==> src/rtl/bkg_subtract_pkg.sv <==
// Shared types and widths for the background-subtraction datapath.
package bkg_subtract_pkg;

  localparam int HALF_W = 16;
  localparam int ACC_W  = 32;

  typedef enum logic [1:0] {
    ST_IDLE  = 2'd0,
    ST_ACCUM = 2'd1,
    ST_DONE  = 2'd2
  } state_t;

  // Unsigned add of a sample half into an accumulator, clamping at all-ones.
  function automatic logic [ACC_W-1:0] sat_acc(input logic [ACC_W-1:0]  acc,
                                               input logic [HALF_W-1:0] inc);
    logic [ACC_W:0] s;
    s = {1'b0, acc} + {{(ACC_W+1-HALF_W){1'b0}}, inc};
    return s[ACC_W] ? '1 : s[ACC_W-1:0];
  endfunction

endpackage

==> src/rtl/bkg_subtract_if.sv <==
// Sample beat bus: packed A/B data, qualifier and channel index.
interface bkg_subtract_if;
  import bkg_subtract_pkg::*;

  logic [2*HALF_W-1:0] data;
  logic                valid;
  logic [7:0]          address;

  modport master (output data, valid, address);
  modport slave  (input  data, valid, address);
endinterface

==> src/rtl/bkg_subtract_sat_sub16.sv <==
// One 16-bit half of the subtractor: result clamps at zero instead of wrapping.
module sat_sub16
  import bkg_subtract_pkg::*;
(
  input  logic [HALF_W-1:0] raw,
  input  logic [HALF_W-1:0] bkg,
  output logic [HALF_W-1:0] diff
);

  assign diff = (raw >= bkg) ? (raw - bkg) : '0;

endmodule

==> src/rtl/bkg_subtract.sv <==
// Background subtraction with per-frame sums and peak-channel search.
//
// state    | meaning
// ST_IDLE  | waiting for an aligned beat with address 0
// ST_ACCUM | accumulating a frame, expecting sequential addresses
// ST_DONE  | last channel seen; results publish on the next clock
module bkg_subtract
  import bkg_subtract_pkg::*;
#(
  parameter int N_CH    = 192,
  parameter int BKG_LAT = 2
) (
  input  logic             clk_clk,
  input  logic             rst_reset,
  input  logic             enable,
  bkg_subtract_if.slave    data_in,
  output logic [7:0]       bkg_rd_address,
  input  logic [31:0]      bkg_signal,
  input  logic             bkg_sub_status,
  bkg_subtract_if.master   data_out,
  output logic [ACC_W-1:0] frame_sum_a,
  output logic [ACC_W-1:0] frame_sum_b,
  output logic [7:0]       frame_peak_addr,
  output logic             frame_done,
  output logic             frame_err,
  output logic             sub_active
);

  localparam logic [7:0] LAST_ADDR = 8'(N_CH - 1);

  logic              dl_valid [BKG_LAT];
  logic [31:0]       dl_data  [BKG_LAT];
  logic [7:0]        dl_addr  [BKG_LAT];
  logic              al_valid;
  logic [31:0]       al_data;
  logic [7:0]        al_addr;

  logic [HALF_W-1:0] sub_a, sub_b, out_a, out_b;
  logic [HALF_W:0]   peak_cand;
  logic              mode_q, mode_eff;

  state_t            state_q, state_d;
  logic              start, acc_en, err_d;
  logic [7:0]        last_addr;
  logic [ACC_W-1:0]  acc_a, acc_b;
  logic [HALF_W:0]   peak_val;
  logic [7:0]        peak_addr;

  assign bkg_rd_address = data_in.address;

  // Delay line lining each beat up with the background RAM read data.
  always_ff @(posedge clk_clk or posedge rst_reset) begin
    if (rst_reset) begin
      for (int i = 0; i < BKG_LAT; i++) begin
        dl_valid[i] <= 1'b0;
        dl_data[i]  <= '0;
        dl_addr[i]  <= '0;
      end
    end else begin
      dl_valid[0] <= data_in.valid & enable;
      dl_data[0]  <= data_in.data;
      dl_addr[0]  <= data_in.address;
      for (int i = 1; i < BKG_LAT; i++) begin
        dl_valid[i] <= dl_valid[i-1];
        dl_data[i]  <= dl_data[i-1];
        dl_addr[i]  <= dl_addr[i-1];
      end
    end
  end

  assign al_valid = dl_valid[BKG_LAT-1];
  assign al_data  = dl_data[BKG_LAT-1];
  assign al_addr  = dl_addr[BKG_LAT-1];

  sat_sub16 u_sub_a (.raw(al_data[31:16]), .bkg(bkg_signal[31:16]), .diff(sub_a));
  sat_sub16 u_sub_b (.raw(al_data[15:0]),  .bkg(bkg_signal[15:0]),  .diff(sub_b));

  // The address-0 beat already uses the mode it is latching.
  assign mode_eff  = start ? bkg_sub_status : mode_q;
  assign out_a     = mode_eff ? sub_a : al_data[31:16];
  assign out_b     = mode_eff ? sub_b : al_data[15:0];
  assign peak_cand = {1'b0, out_a} + {1'b0, out_b};
  assign sub_active = mode_q;

  // FSM state register.
  always_ff @(posedge clk_clk or posedge rst_reset) begin
    if (rst_reset) state_q <= ST_IDLE;
    else           state_q <= state_d;
  end

  // Next state and frame control decoded from the aligned beat.
  always_comb begin
    state_d = state_q;
    start   = 1'b0;
    acc_en  = 1'b0;
    err_d   = 1'b0;
    if (al_valid) begin
      case (state_q)
        ST_IDLE: begin
          if (al_addr == 8'd0) begin
            start   = 1'b1;
            state_d = ST_ACCUM;
          end
        end
        ST_ACCUM: begin
          if (al_addr == 8'd0) begin
            start = 1'b1;
            err_d = 1'b1;
          end else if (al_addr == last_addr + 8'd1) begin
            acc_en = 1'b1;
            if (al_addr == LAST_ADDR) state_d = ST_DONE;
          end else begin
            err_d   = 1'b1;
            state_d = ST_IDLE;
          end
        end
        ST_DONE: begin
          if (al_addr == 8'd0) begin
            start   = 1'b1;
            state_d = ST_ACCUM;
          end else begin
            state_d = ST_IDLE;
          end
        end
        default: state_d = ST_IDLE;
      endcase
    end else if (state_q == ST_DONE) begin
      state_d = ST_IDLE;
    end
  end

  // Output register, accumulators, peak tracking and result publish.
  always_ff @(posedge clk_clk or posedge rst_reset) begin
    if (rst_reset) begin
      data_out.valid   <= 1'b0;
      data_out.data    <= '0;
      data_out.address <= '0;
      frame_err        <= 1'b0;
      frame_done       <= 1'b0;
      frame_sum_a      <= '0;
      frame_sum_b      <= '0;
      frame_peak_addr  <= '0;
      mode_q           <= 1'b0;
      last_addr        <= '0;
      acc_a            <= '0;
      acc_b            <= '0;
      peak_val         <= '0;
      peak_addr        <= '0;
    end else begin
      data_out.valid <= al_valid;
      if (al_valid) begin
        data_out.data    <= {out_a, out_b};
        data_out.address <= al_addr;
      end
      frame_err  <= err_d;
      frame_done <= (state_q == ST_DONE);
      if (start) begin
        mode_q    <= bkg_sub_status;
        last_addr <= al_addr;
        acc_a     <= {{(ACC_W-HALF_W){1'b0}}, out_a};
        acc_b     <= {{(ACC_W-HALF_W){1'b0}}, out_b};
        peak_val  <= peak_cand;
        peak_addr <= al_addr;
      end else if (acc_en) begin
        last_addr <= al_addr;
        acc_a     <= sat_acc(acc_a, out_a);
        acc_b     <= sat_acc(acc_b, out_b);
        // Strict compare keeps the earlier (lower) channel on a tie.
        if (peak_cand > peak_val) begin
          peak_val  <= peak_cand;
          peak_addr <= al_addr;
        end
      end
      if (state_q == ST_DONE) begin
        frame_sum_a     <= acc_a;
        frame_sum_b     <= acc_b;
        frame_peak_addr <= peak_addr;
      end
    end
  end

endmodule

==> src/flat_wrapper.sv <==
// flat-port wrapper written by rule: the top's interface ports become plain ports
module bkg_subtract_flat import bkg_subtract_pkg::*;
#(
  parameter int N_CH    = 192,
  parameter int BKG_LAT = 2
)
  (clk_clk, rst_reset, enable, bkg_rd_address, bkg_signal, bkg_sub_status, frame_sum_a, frame_sum_b, frame_peak_addr, frame_done, frame_err, sub_active, data_in_data, data_in_valid, data_in_address, data_out_data, data_out_valid, data_out_address);
  bkg_subtract_if data_in_i ();
  bkg_subtract_if data_out_i ();
  input  logic clk_clk;
  input  logic rst_reset;
  input  logic enable;
  output logic [7:0] bkg_rd_address;
  input  logic [31:0] bkg_signal;
  input  logic bkg_sub_status;
  output logic [ACC_W-1:0] frame_sum_a;
  output logic [ACC_W-1:0] frame_sum_b;
  output logic [7:0] frame_peak_addr;
  output logic frame_done;
  output logic frame_err;
  output logic sub_active;
  input wire logic [$bits(data_in_i.data)-1:0] data_in_data;
  input wire logic [$bits(data_in_i.valid)-1:0] data_in_valid;
  input wire logic [$bits(data_in_i.address)-1:0] data_in_address;
  output wire logic [$bits(data_out_i.data)-1:0] data_out_data;
  output wire logic [$bits(data_out_i.valid)-1:0] data_out_valid;
  output wire logic [$bits(data_out_i.address)-1:0] data_out_address;
  assign data_in_i.data = data_in_data;
  assign data_in_i.valid = data_in_valid;
  assign data_in_i.address = data_in_address;
  assign data_out_data = data_out_i.data;
  assign data_out_valid = data_out_i.valid;
  assign data_out_address = data_out_i.address;
  bkg_subtract #(.N_CH(N_CH), .BKG_LAT(BKG_LAT)) u_core (.clk_clk(clk_clk), .rst_reset(rst_reset), .enable(enable), .data_in(data_in_i), .bkg_rd_address(bkg_rd_address), .bkg_signal(bkg_signal), .bkg_sub_status(bkg_sub_status), .data_out(data_out_i), .frame_sum_a(frame_sum_a), .frame_sum_b(frame_sum_b), .frame_peak_addr(frame_peak_addr), .frame_done(frame_done), .frame_err(frame_err), .sub_active(sub_active));
endmodule
==> config.mk <==
export PLATFORM = sky130hd
export DESIGN_NAME = bkg_subtract_flat
export DESIGN_NICKNAME = d
export VERILOG_FILES = /design/src/rtl/bkg_subtract_pkg.sv /design/src/rtl/bkg_subtract_if.sv /design/src/rtl/bkg_subtract_sat_sub16.sv /design/src/rtl/bkg_subtract.sv /design/src/flat_wrapper.sv
export SDC_FILE = /design/constraint.sdc
export NUM_CORES = 1
export LEC_CHECK = 0
export CAP_MARGIN = 20
export CORE_MARGIN = 2
export CORE_UTILIZATION = 45
export CTS_BUF_LIST = sky130_fd_sc_hd__clkbuf_8
export DETAILED_ROUTE_END_ITERATION = 16
export GPL_TIMING_DRIVEN = 1
export PLACE_DENSITY = 0.69
export SLEW_MARGIN = 40
export SYNTH_ARGS = -nofsm -noshare
export SYNTH_HDL_FRONTEND = slang
export SYNTH_SLANG_ARGS = --single-unit
==> constraint.sdc <==
create_clock -name clk_clk -period 10.6 [get_ports clk_clk]
set_input_delay 2.12 -clock clk_clk [delete_from_list [all_inputs] [get_ports clk_clk]]
set_output_delay 2.12 -clock clk_clk [all_outputs]
set_load 0.005 [all_outputs]
## Yosys cells after proc, flatten, opt, wreduce, memory -nomap -nowiden

Cells that the tools add are included.

- Bits of input ports: 77
- Logic and storage cells: 84
- Register bits: 297
- Output and inout bits: 124

- Equality and inequality tests: 7
- Bitwise logic cells: 1
- Reductions and logical operators: 8
- Add/subtract/negate cells: 6
- $lt $le $gt $ge: 3
- Muxes and demuxes: 38

Operator list:

| operator | number |
|---|---|
| 32-bit two-way mux | 6 |
| 32-bit by 16-bit adder with 33-bit output | 2 |
| 16-bit two-way mux | 4 |
| 17-bit two-way mux | 3 |
| 8-bit two-way mux | 5 |
| 16-bit >= comparator | 2 |
| 16-bit subtractor | 2 |
| 16-bit by 16-bit adder with 17-bit output | 1 |
| 17-bit > comparator | 1 |
| 1-bit two-way mux | 13 |
| 2-bit two-way mux | 6 |
| 8-bit by 1-bit adder with 8-bit output, second input constant | 1 |
| 8-bit equality test | 1 |
| 8-bit equality test, second input constant | 1 |
| 8-bit logical NOT | 1 |
| 3-bit inequality test, second input constant | 2 |
| 2-bit one-hot mux with 3 select lines | 1 |
| 2-bit nonzero test | 3 |
| 4-bit inequality test, second input constant | 1 |
| 4-bit AND reduction | 1 |
| 3-bit OR reduction | 1 |
| 2-bit by 1-bit equality test with 1-bit output, second input constant | 1 |
| 2-bit equality test, second input constant | 1 |
| 2-bit logical NOT | 1 |
| 2 further kinds | 2 |

## Longest topological paths before layout

- Word-level depth: 11
- Gate-level depth with buffers: 30
- Gate-level depth less buffers: 27

## By module

From an unflattened synthesis, not the netlist that was laid out.

- Cells, all modules: 1563
- Area total of the unflattened synthesis: 16465.8 sq um

By module, submodules not included:

| module | sequential area each (sq um) | cells each | times used | area each (sq um) |
|---|---|---|---|---|
| bkg_subtract | 7432.1 | 1259 | 1 | 14351.3 |
| sat_sub16 | 0.0 | 152 | 2 | 1057.3 |

## Worst setup path after synthesis

OpenSTA, ideal clock, no wires.

- Path type: input port to flip-flop
- Start point: in bkg_signal[0]
- End point: reg u_core.peak_val[0]
- Stages on the path: 26
- Arrival time: 7.906 ns
- Path buffers: 2
- Setup slack: 2.569 ns
- Required time: 10.475 ns
- Library setup time: 0.125 ns
- Cell sequence: ha_1 inv_1 fa_1 a211oi_1 o211ai_1 a2111oi_0 o21ai_0 o211a_1 clkbuf_1 a22oi_1 inv_1 ha_1 a211o_1 o211ai_1 a221oi_1 a2111oi_0 o31ai_1 xor2_1 ha_1 nand4_1 nor2_1 o21ai_0 o21a_1 a311oi_4 buf_6 mux2_2

- Word-level cells in the longest chain between the ends: 7
- Elaborated cells between the ends (all ways): 11
- Those cells by class: 2 x add/sub; 2 x order compare; 5 x mux; 2 x reduce/logical

Ends and longest elaborated chain:

| element | RTL line | text |
|---|---|---|
| start: declaration | flat_wrapper.sv:14 | `input logic [31:0] bkg_signal;` |
| 16-bit subtractor / 16-bit >= comparator (equally long branches) | bkg_subtract_sat_sub16.sv:10 | `assign diff = (raw >= bkg) ? (raw - bkg) : '0;` |
| 16-bit two-way mux (*) | bkg_subtract_sat_sub16.sv:10 |  |
| 16-bit two-way mux (*) | bkg_subtract.sv:81 | `assign out_b = mode_eff ? sub_b : al_data[15:0];` |
| net u_core.out_b[1] | bkg_subtract.sv:38 | `logic [HALF_W-1:0] sub_a, sub_b, out_a, out_b;` |
| 16-bit by 16-bit adder with 17-bit output (*) | bkg_subtract.sv:82 | `assign peak_cand = {1'b0, out_a} + {1'b0, out_b};` |
| net u_core.peak_cand[15] | bkg_subtract.sv:39 | `logic [HALF_W:0] peak_cand;` |
| 17-bit > comparator (*) | bkg_subtract.sv:169 | `if (peak_cand > peak_val) begin` |
| 2-bit nonzero test (no source line) (*) | n/a |  |
| 2-bit AND reduction (no source line) (*) | n/a |  |
| end signal: assignment | bkg_subtract.sv:162 | `peak_val <= peak_cand;` |
| end signal: assignment | bkg_subtract.sv:170 | `peak_val <= peak_cand;` |
| end: declaration | bkg_subtract.sv:46 | `logic [HALF_W:0] peak_val;` |

The timed path passes the listed nets; every way through them passes the cells marked *. The select of a mux whose other input is x is not followed.
A chain may end at the register's enable or synchronous reset.

## Worst setup path in the final report

- Start point: in bkg_signal[0]
- End point: reg u_core.peak_addr[0]

- Word-level cells in the longest chain between the ends: 7
- Elaborated cells between the ends (all ways): 8
- Those cells by class: 2 x add/sub; 2 x order compare; 2 x mux; 2 x reduce/logical

Ends and longest elaborated chain:

| element | RTL line | text |
|---|---|---|
| 16-bit subtractor / 16-bit >= comparator (equally long branches) | bkg_subtract_sat_sub16.sv:10 |  |
| 16-bit two-way mux (*) | bkg_subtract_sat_sub16.sv:10 |  |
| 16-bit two-way mux (*) | bkg_subtract.sv:81 |  |
| net u_core.out_b[1] | bkg_subtract.sv:38 |  |
| 16-bit by 16-bit adder with 17-bit output (*) | bkg_subtract.sv:82 |  |
| net u_core.peak_cand[15] | bkg_subtract.sv:39 |  |
| 17-bit > comparator (*) | bkg_subtract.sv:169 |  |
| 2-bit nonzero test (no source line) (*) | n/a |  |
| 2-bit AND reduction (no source line) (*) | n/a |  |
| end signal: assignment | bkg_subtract.sv:163 | `peak_addr <= al_addr;` |
| end signal: assignment | bkg_subtract.sv:171 | `peak_addr <= al_addr;` |
| end: declaration | bkg_subtract.sv:47 | `logic [7:0] peak_addr;` |

The timed path passes the listed nets; every way through them passes the cells marked *.

==> flow_summary.yaml <==
outcome:
  status: "finished clean"
final_layout:
  finish.net_count: 1896
  antenna_cells: 0
  fillers: 3068
  layout-drive-gt1-share_pct: 14.4
  syn2layout_area_growth_pct: 23.0
  final_cells: 2212
setup_path:
  path_delay_family: "compound AO/OA/AOI/OAI gates"
  rr_startpoint: "u_core.al_valid"
  crit_start: "bkg_signal[0]"
  path_max_fanout: 18
  cp-start-kind: "input pin"
  cp-end-kind: "flip-flop"
  reg2reg_slack_ns: 2.77
  reg2reg_depth: 23
  cp_slowest_cell: "a221oi_1"
  max_stage_delay_ns: 0.65
  cp.depth: 26
  cp.arrival_ns: 9.68
  worstPathRequired_ns: 11.06
  cpMostUsedCell: "ha_1"
  crit_path_end: "u_core.peak_addr[0]"
  crit_type: "in -> reg"
  r2r_end: "u_core.peak_addr[0]"
  crit_buf_inv: 4
sta:
  max_freq_mhz: 109
  slew_violations: 0
  worst_pin_slew_ns: 0.751
  tns_ns: 0
  fin_crit_sh_pct: 86.9
  rsz0062_at_grt: "no"
  finalSetupViolCount: 0
  max_slew_margin_pct: 48.8
  finalHoldViolCount: 0
  worst_clock_skew_ns: 0.0168
  period_needed_ns: 9.21
routing:
  vias_per_cell: 5.72
  drtIter0Drc: 757
  vias: 12655
  wl_per_cell_um: 18.8
  drt-pass1-iter-count: 5
  drt-total-wl_mm: 41.6
  drc: 0
  ant_nets: 0
synthesis:
  synthTopCellsByArea: "dfrtp_1 46%, mux2_2 8.6%, ha_1 7.7%"
  syn_nets: 1684
  ys.flop_type: "dfrtp_1"
  yosysTopAreaCell: "dfrtp_1"
  synthArstFlopShare_pct: 100
  synth-edff-count: 0
  seq_area_frac_synth_pct: 46.5
  ys_types: 78
  ys_warn_count: 0
  avgSynthCellArea_sq_um: 10.6
  synth_most_common_cell: "dfrtp_1"
  ys_top_cells_by_count: "297 x dfrtp_1, 122 x mux2_2, 98 x ha_1, 93 x inv_1, 88 x a21oi_1"
  synthDominantCellAreaShare_pct: 46.5
  synth_seq_cells: 297
  syn_area_sq_um: 16000
  syn_inst: 1504
place:
  place_inst: 2123
  gp_congestion: 0.904
  port_buffers: 200
  dp_hpwl_mm: 30.1
floorplanning:
  start_util_pct: 45.3
  die_width_um: 193
  die-area_sq_um: 37100
  coreArea_sq_um: 35300
  die_y_um: 193
  ios: 201
  rows: 69
grt:
  grt_pass1_vias: 12629
  grt_pass1_wl_mm: 65.9
  antenna_found_initial: 0
  grt_max_degree: 138
  grt_usage_pct: 22.6
  grt.overflow.total: 0
power_and_ir_drop:
  switchingPower_mw: 0.788
  power_density_nw_per_um2: 145
  ir_worst_vdd_uv: 107
  internal_power_mw: 2.07
  p_total_mw: 2.85
  clkPwrFrac_pct: 38.4
  power.leakage_nw: 9.06
  p_comb_share_pct: 18.9
  seq_power_share_pct: 42.7
  swShare_pct: 27.6
clocking:
  holdBufCountCts: 0
  cts_buffers: 52
  cts-resized-gates: 0
  cts-htree-levels: 2
  cts_sinks: 297
  clock_latency_ns: 0.59
  cts_tree: "built"
  clockRootBuffer: "clkbuf_8"
  clockBufferDepth: 3
  post-cts-setup-buffers: 0
  clkSlewWorstSetupHoldPaths_ns: 0.06
hold_path:
  holdPathStages: 0
  worstHoldStart: "u_core.dl_addr[11]"
  hold_class: "reg -> reg"
run:
  drv_cap: 0
## final cells by class
class | count | area, sq um | share of cell area [%]
multi-input cells | 1049 | 8000 | 40.6
flip-flops and latches | 297 | 7430 | 37.8
inverters | 94 | 365 | 1.86
clock buffers | 67 | 922 | 4.69
repair buffers | 222 | 2220 | 11.3
well taps | 461 | 577 | 2.93
clock inverters | 22 | 166 | 0.846
## cells in the final DEF, fill, tap and decap left out, types with 7 or more instances in the layout
cell type	n
dfrtp_1	296
clkdlybuf4s50_1	200
mux2_2	122
inv_1	107
ha_1	98
a21oi_1	88
nor2_1	76
nand2_1	70
o21ai_0	70
clkbuf_8	67
xnor2_1	37
nor3_1	32
nand3_1	30
a21o_1	26
xor2_1	24
and3_1	23
a211oi_1	22
a22oi_1	21
nand4_1	19
a31oi_1	19
buf_4	18
o21a_1	17
nor4_1	15
nand2b_1	15
o211ai_1	15
o31ai_1	13
nor2b_1	13
and2_1	11
a311oi_1	11
o21bai_1	9
and4_1	9
a21boi_0	9
o221ai_1	9
or2_2	7
o22ai_1	7
## layer usage
layer  GRT usage (%)  part of all wire, %  vias to the layer above
li1                -                    -                     5976
met1            29.6                   45                     6205
met2            37.3                   47                      386
met3            4.89                  5.9                       88
met4            7.60                  2.9                        0
met5               0                    0                        -
## per-stage QoR
stage	util (%)	setup WS [ns]	hold WS [ns]	cell area (sq um)
floorplan	-	0.276	0.331	16000
global placement	52.5	1.16	0.333	18500
detailed placement	52.6	0.907	0.335	18600
CTS	55.7	1.52	0.344	19700
global route	55.7	0.887	0.348	19700
finish	55.7	1.39	0.342	19700
## state kept, by name (all words and copies together) (netlist names)
register / cells
u_core.data_out.valid: 1
u_core.frame_peak_addr: 8
u_core.data_out.address: 8
u_core.dl_data: 32
u_core.frame_sum_b: 32
u_core.peak_val: 17
u_core.frame_done: 1
u_core.frame_err: 1
u_core.al_valid: 1
u_core.al_addr: 8
u_core.frame_sum_a: 32
u_core.al_data: 32
u_core.peak_addr: 8
u_core.dl_valid: 1
u_core.acc_a: 32
u_core.acc_b: 32
u_core.last_addr: 8
u_core.state_q: 2
u_core.sub_active: 1
u_core.dl_addr: 8
u_core.data_out.data: 32
## power by group through the flow
stage	logic (mW)	clock network [mW]	registers (mW)
after CTS	0.537	1.13	1.22
after global routing	0.601	1.18	1.22
after floorplan	0.339	0	1.23
after detailed placement	0.534	0	1.24
final	0.539	1.09	1.22
after global placement	0.521	0	1.24
## worst min path at each step
stage,slack [ns],to
after floorplan,0.33,u_core.al_addr[0]
after global placement,0.33,u_core.al_data[5]
after detailed placement,0.33,u_core.al_addr[1]
after CTS,0.34,u_core.al_addr[1]
after global routing,0.35,u_core.al_data[7]
final,0.34,u_core.al_addr[3]
## cells by family (layout without fill, tap and decap cells)
logic type	Yosys count	in the layout	synth area share, %
compound gates	401	401	17.2
mux	128	128	8.98
simple gates	356	356	11.7
buf+inv	158	405	4.06
xor+xnor	61	61	3.34
fa+ha+maj	103	103	8.29
flops	297	297	46.5
No activity file was read; power rests on OpenSTA's default activity.
